===== src/rtl/udc_pkg.sv =====
// Shared constants and types for the up/down counter.
// The saturate option is enabled at build time by defining UDC_SATURATE_EN.
package udc_pkg;

    localparam logic UDC_UP   = 1'b1;
    localparam logic UDC_DOWN = 1'b0;

    typedef enum logic [1:0] {
        NONE    = 2'd0,
        WRAP_HI = 2'd1,
        WRAP_LO = 2'd2,
        SAT     = 2'd3
    } udc_evt_e;

endpackage : udc_pkg


===== src/rtl/udc_next.sv =====
// Combinational next-count and boundary-event computation for one enabled step.
// Saturation behaviour exists only when UDC_SATURATE_EN is defined; otherwise sat is ignored.
module udc_next
    import udc_pkg::*;
#(
    parameter int WIDTH = 4
) (
    input  logic [WIDTH-1:0] count,
    input  logic [WIDTH-1:0] max_val,
    input  logic             updown,
    input  logic             sat,
    output logic [WIDTH-1:0] next_count,
    output udc_evt_e         evt
);

    logic             sat_on;
    logic [WIDTH-1:0] count_inc;
    logic [WIDTH-1:0] count_dec;

`ifdef UDC_SATURATE_EN
    assign sat_on = sat;
`else
    assign sat_on = sat & 1'b0;
`endif

    assign count_inc = count + WIDTH'(1);
    assign count_dec = count - WIDTH'(1);

    always_comb begin
        next_count = count;
        evt        = NONE;
        // An out-of-range count (max_val lowered) snaps to the boundary in the direction of travel.
        if (count > max_val) begin
            next_count = (updown == UDC_UP) ? '0 : max_val;
            evt        = (updown == UDC_UP) ? WRAP_HI : WRAP_LO;
        end else if (updown == UDC_UP) begin
            if (count == max_val) begin
                // A zero-width range always wraps so tc keeps pulsing every enabled cycle.
                if (sat_on && (max_val != '0)) begin
                    next_count = count;
                end else begin
                    next_count = '0;
                    evt        = WRAP_HI;
                end
            end else begin
                next_count = count_inc;
                evt        = (sat_on && (count_inc == max_val)) ? SAT : NONE;
            end
        end else begin
            if (count == '0) begin
                if (sat_on && (max_val != '0)) begin
                    next_count = count;
                end else begin
                    next_count = max_val;
                    evt        = WRAP_LO;
                end
            end else begin
                next_count = count_dec;
                evt        = (sat_on && (count == WIDTH'(1))) ? SAT : NONE;
            end
        end
    end

endmodule : udc_next


===== src/rtl/up_down_counter_mod.sv =====
// Up/down counter over 0..max_val with load, terminal-count pulse and sticky boundary flag.
// Build option UDC_SATURATE_EN makes the sat input select saturate instead of wrap.
module up_down_counter_mod
    import udc_pkg::*;
#(
    parameter int          WIDTH   = 4,
    parameter int unsigned RST_VAL = 0
) (
    input  logic             clk,
    input  logic             rst,
    input  logic             en,
    input  logic             updown,
    input  logic             load,
    input  logic [WIDTH-1:0] load_val,
    input  logic [WIDTH-1:0] max_val,
    input  logic             sat,
    output logic [WIDTH-1:0] count,
    output logic             tc,
    output logic             ovf
);

    localparam logic [WIDTH-1:0] RST_V = WIDTH'(RST_VAL);

    logic [WIDTH-1:0] count_q, count_d;
    logic             tc_q, tc_d;
    logic             ovf_q, ovf_d;
    logic [WIDTH-1:0] step_count;
    logic [WIDTH-1:0] rst_count;
    udc_evt_e         step_evt;

    udc_next #(.WIDTH(WIDTH)) u_next (
        .count      (count_q),
        .max_val    (max_val),
        .updown     (updown),
        .sat        (sat),
        .next_count (step_count),
        .evt        (step_evt)
    );

    assign rst_count = (RST_V > max_val) ? max_val : RST_V;

    // Load beats enable; a load also clears the sticky flag.
    always_comb begin
        count_d = count_q;
        tc_d    = 1'b0;
        ovf_d   = ovf_q;
        if (load) begin
            count_d = (load_val > max_val) ? max_val : load_val;
            ovf_d   = 1'b0;
        end else if (en) begin
            count_d = step_count;
            tc_d    = (step_evt != NONE);
            ovf_d   = ovf_q | (step_evt != NONE);
        end
    end

    always_ff @(posedge clk) begin
        if (!rst) begin
            count_q <= rst_count;
            tc_q    <= 1'b0;
            ovf_q   <= 1'b0;
        end else begin
            count_q <= count_d;
            tc_q    <= tc_d;
            ovf_q   <= ovf_d;
        end
    end

    assign count = count_q;
    assign tc    = tc_q;
    assign ovf   = ovf_q;

endmodule : up_down_counter_mod


===== config.mk =====
export PLATFORM = sky130hd
export DESIGN_NAME = up_down_counter_mod
export DESIGN_NICKNAME = d
export VERILOG_FILES = /design/src/rtl/udc_pkg.sv /design/src/rtl/udc_next.sv /design/src/rtl/up_down_counter_mod.sv
export SDC_FILE = /design/constraint.sdc
export NUM_CORES = 1
export LEC_CHECK = 0
export BUFFER_PORTS_ARGS = -buffer_cell sky130_fd_sc_hd__buf_2
export CORE_AREA = 3 3 42 44
export CTS_CLUSTER_SIZE = 12
export DETAILED_ROUTE_END_ITERATION = 6
export DIE_AREA = 0 0 45 47
export PLACE_DENSITY = 0.87
export SLEW_MARGIN = 20
export SYNTH_ARGS = -nofsm -noshare
export SYNTH_HDL_FRONTEND = slang
export SYNTH_SLANG_ARGS = --single-unit

===== constraint.sdc =====
create_clock -name clk -period 2.7 [get_ports clk]
set_clock_uncertainty 0.2 [all_clocks]
set_input_delay 0 -clock clk [delete_from_list [all_inputs] [get_ports clk]]
set_output_delay 0 -clock clk [all_outputs]
set_load 0.1 [all_outputs]

==> results.json <==
{
  "ios": 20,
  "drv_cap": 0,
  "p_leak_uw": 0.000447,
  "cts_tree": "yes",
  "setup_viol_count_final": 0,
  "clk_pin_slew_ps": 50,
  "layout_common_cells": "buf_2, inv_1, ha_1, nand2_1, a21oi_1",
  "peakVddDrop_uv": 354,
  "drtIter0Drc": 20,
  "layout-drive-gt1-share_pct": 25.0,
  "initial_utilization_pct": 48.9,
  "synth_nets": 108,
  "clk-insertion-delay-late_ps": 250,
  "antenna_cells": 0,
  "whs_ps": 48.2,
  "clock-root-buffer": "clkbuf_4",
  "num_rows": 14,
  "min_from": "max_val[0]",
  "dieArea_um2": 2120,
  "drc_errors": 0,
  "drt_wl_total_um": 1780,
  "powerDensity_nw_per_um2": 532,
  "r2r-start": "count[1]",
  "grt.total_usage_pct": 19.3,
  "rsz0062_at_grt": "no",
  "synth_seq_cells": 6,
  "clockBufferDepth": 2,
  "worst-r2r-cell-count": 7,
  "worstPathMaxFanout": 7,
  "layout_commonest_cell": "buf_2",
  "cts_made_buffers": 3,
  "overflow": 0,
  "worstSetupPathType": "register to register",
  "grt_pass1_vias": 766,
  "die_w_um": 45,
  "grt_max_degree": 11,
  "layout_min_cycle_time_ps": 2510,
  "antenna_found_initial": 0,
  "seqCellArea_um2": 160,
  "syn_area_um2": 719,
  "multi_input_area_um2": 522,
  "r2r_end": "tc",
  "area_growth_pct": 25.6,
  "port_buffers": 18,
  "finalHoldViolations": 0,
  "r2r_slack_ps": 190,
  "holdPathStages": 3,
  "cp-end-kind": "register",
  "wire_per_inst_um": 14.4,
  "synth_seq_area_share_pct": 22.3,
  "final_nets": 133,
  "tightest_slew_ps": 488,
  "vias": 730,
  "grt_pass1_wl_um": 3040,
  "max_freq_mhz": 398,
  "period_share_pct": 93.0,
  "start_kind": "register",
  "die_h_um": 47,
  "finalMaxSlewViolations": 0,
  "ant_nets": 0,
  "htreeDepth": 1,
  "cp.arrival_ps": 2430,
  "synth_area_per_cell_um2": 8.56,
  "ys_warn_count": 0,
  "cp.required_ps": 2620,
  "hold_class": "input port to register",
  "gp_congestion": 0.876,
  "clock_sinks": 6,
  "core_um2": 1470,
  "p_total_uw": 480,
  "hpwl_um": 1340,
  "whs_endpoint": "count[0]",
  "via_per_inst": 5.89,
  "fillCellCount": 136,
  "ys_types": 38,
  "syn_inst": 84,
  "drtPass1Iterations": 4,
  "relSlewSlack_pct": 67.7,
  "status": "finished clean"
}
-- power breakdown --
part           internal [uW]  leakage [uW]  switching (uW)
sequential               111     0.0000610            17.4
combinational           92.8      0.000371             170
clock                   56.0     0.0000150            32.8
total                    260      0.000447             220
-- critical path, stage by stage (launching register included) --
cell and delay [ps]:
edfxtp_1 450, ha_1 350, nor2b_1 140, o211a_1 250
o21a_4 230, o21ai_1 170, nor2_1 50, dlygate4sd3_1 540
-- what timing repair did --
action	in CTS	in global routing
hold endpoints to repair	7	0
hold buffers	4	0
resized for setup	0	2
setup endpoints to repair	0	1
buffers inserted	0	1
-- layout make-up --
| class | instances | share of cell area [%] |
|---|---|---|
| multi-input cells | 65 | 57.8 |
| flip-flops and latches | 6 | 17.7 |
| repair buffers | 23 | 15.2 |
| inverters | 10 | 4.16 |
| clock buffers | 4 | 2.91 |
| well taps | 16 | 2.22 |
-- cell usage after synthesis, drive strengths merged --
| library cell | number | share of area [%] |
|---|---|---|
| clkbuf | 3 | 1.6 |
| nor4b | 1 | 1.2 |
| xor2 | 1 | 1.2 |
| mux2i | 4 | 5.6 |
| a21oi | 5 | 3.5 |
| inv | 10 | 5.2 |
| a31oi | 2 | 1.7 |
| o21a | 2 | 3.1 |
| o311ai | 1 | 1.2 |
| o31a | 1 | 1.4 |
| nor2b | 3 | 2.6 |
| nor3 | 1 | 0.69 |
| o22ai | 1 | 0.87 |
| and2 | 1 | 0.87 |
| or3 | 1 | 0.87 |
| o21bai | 1 | 1.0 |
| nand2 | 6 | 3.1 |
| a221o | 1 | 1.4 |
| a21o | 1 | 1.0 |
| ha | 10 | 17 |
| nor3b | 2 | 2.1 |
| a221oi | 2 | 3.3 |
| nand2b | 3 | 2.6 |
| o211a | 1 | 1.4 |
| xnor2 | 1 | 1.2 |
| nor4 | 1 | 0.87 |
| edfxtp | 4 | 17 |
| o211ai | 1 | 1.0 |
| nand4 | 1 | 0.87 |
| dfxtp | 2 | 5.6 |
| a32o | 1 | 1.4 |
| nor2 | 3 | 1.6 |
| o41a | 1 | 1.6 |
| o21ai | 2 | 1.4 |
| a211oi | 2 | 2.1 |
| nand3 | 1 | 0.69 |
-- how the worst max path moves through the flow --
stage / startpoint / end / depth (start not counted)
finish: count[1] / tc / 7
global route: count[1] / tc / 7
CTS: count[1] / tc / 7
detailed placement: count[1] / count[3] / 6
global placement: count[1] / count[3] / 6
floorplan: count[1] / count[3] / 6
-- cells by family (layout without fill, tap and decap cells) --
kind of cell             after synthesis  after routing  synth area share, %
AO/OA/AOI/OAI                         25             25                 27.5
AND/OR/NAND/NOR                       24             24                 18.1
buffers and inverters                 13             37                 6.78
adder cells (fa/ha/maj)               10             10                 17.4
flip-flops                             6              6                 22.3
multiplexers                           4              4                 5.57
XOR/XNOR                               2              2                 2.44
-- layer usage --
| layer | track usage, % | part of all wire [%] |
|---|---|---|
| met2 | 34.5 | 49 |
| met4 | 4.09 | 0 |
| met1 | 23.2 | 45 |
| met5 | 0 | 0 |
| met3 | 5.36 | 5.2 |
-- through the flow --
step                utilization, %  setup slack, ps  instances  area [um^2]  TNS, ps
floorplan                        -             -167         84          726     -272
global placement              56.0              359        115          825        0
detailed placement            56.0              311        115          825        0
CTS                           60.5             74.3        123          891        0
global route                  61.4             79.4        124          903        0
finish                        61.4              189        124          903        0
-- sequential cells by signal, summed over array words and instances, names as in the netlist --
name,count
count,4
tc,1
ovf,1
(Power assumes the default switching activity.)
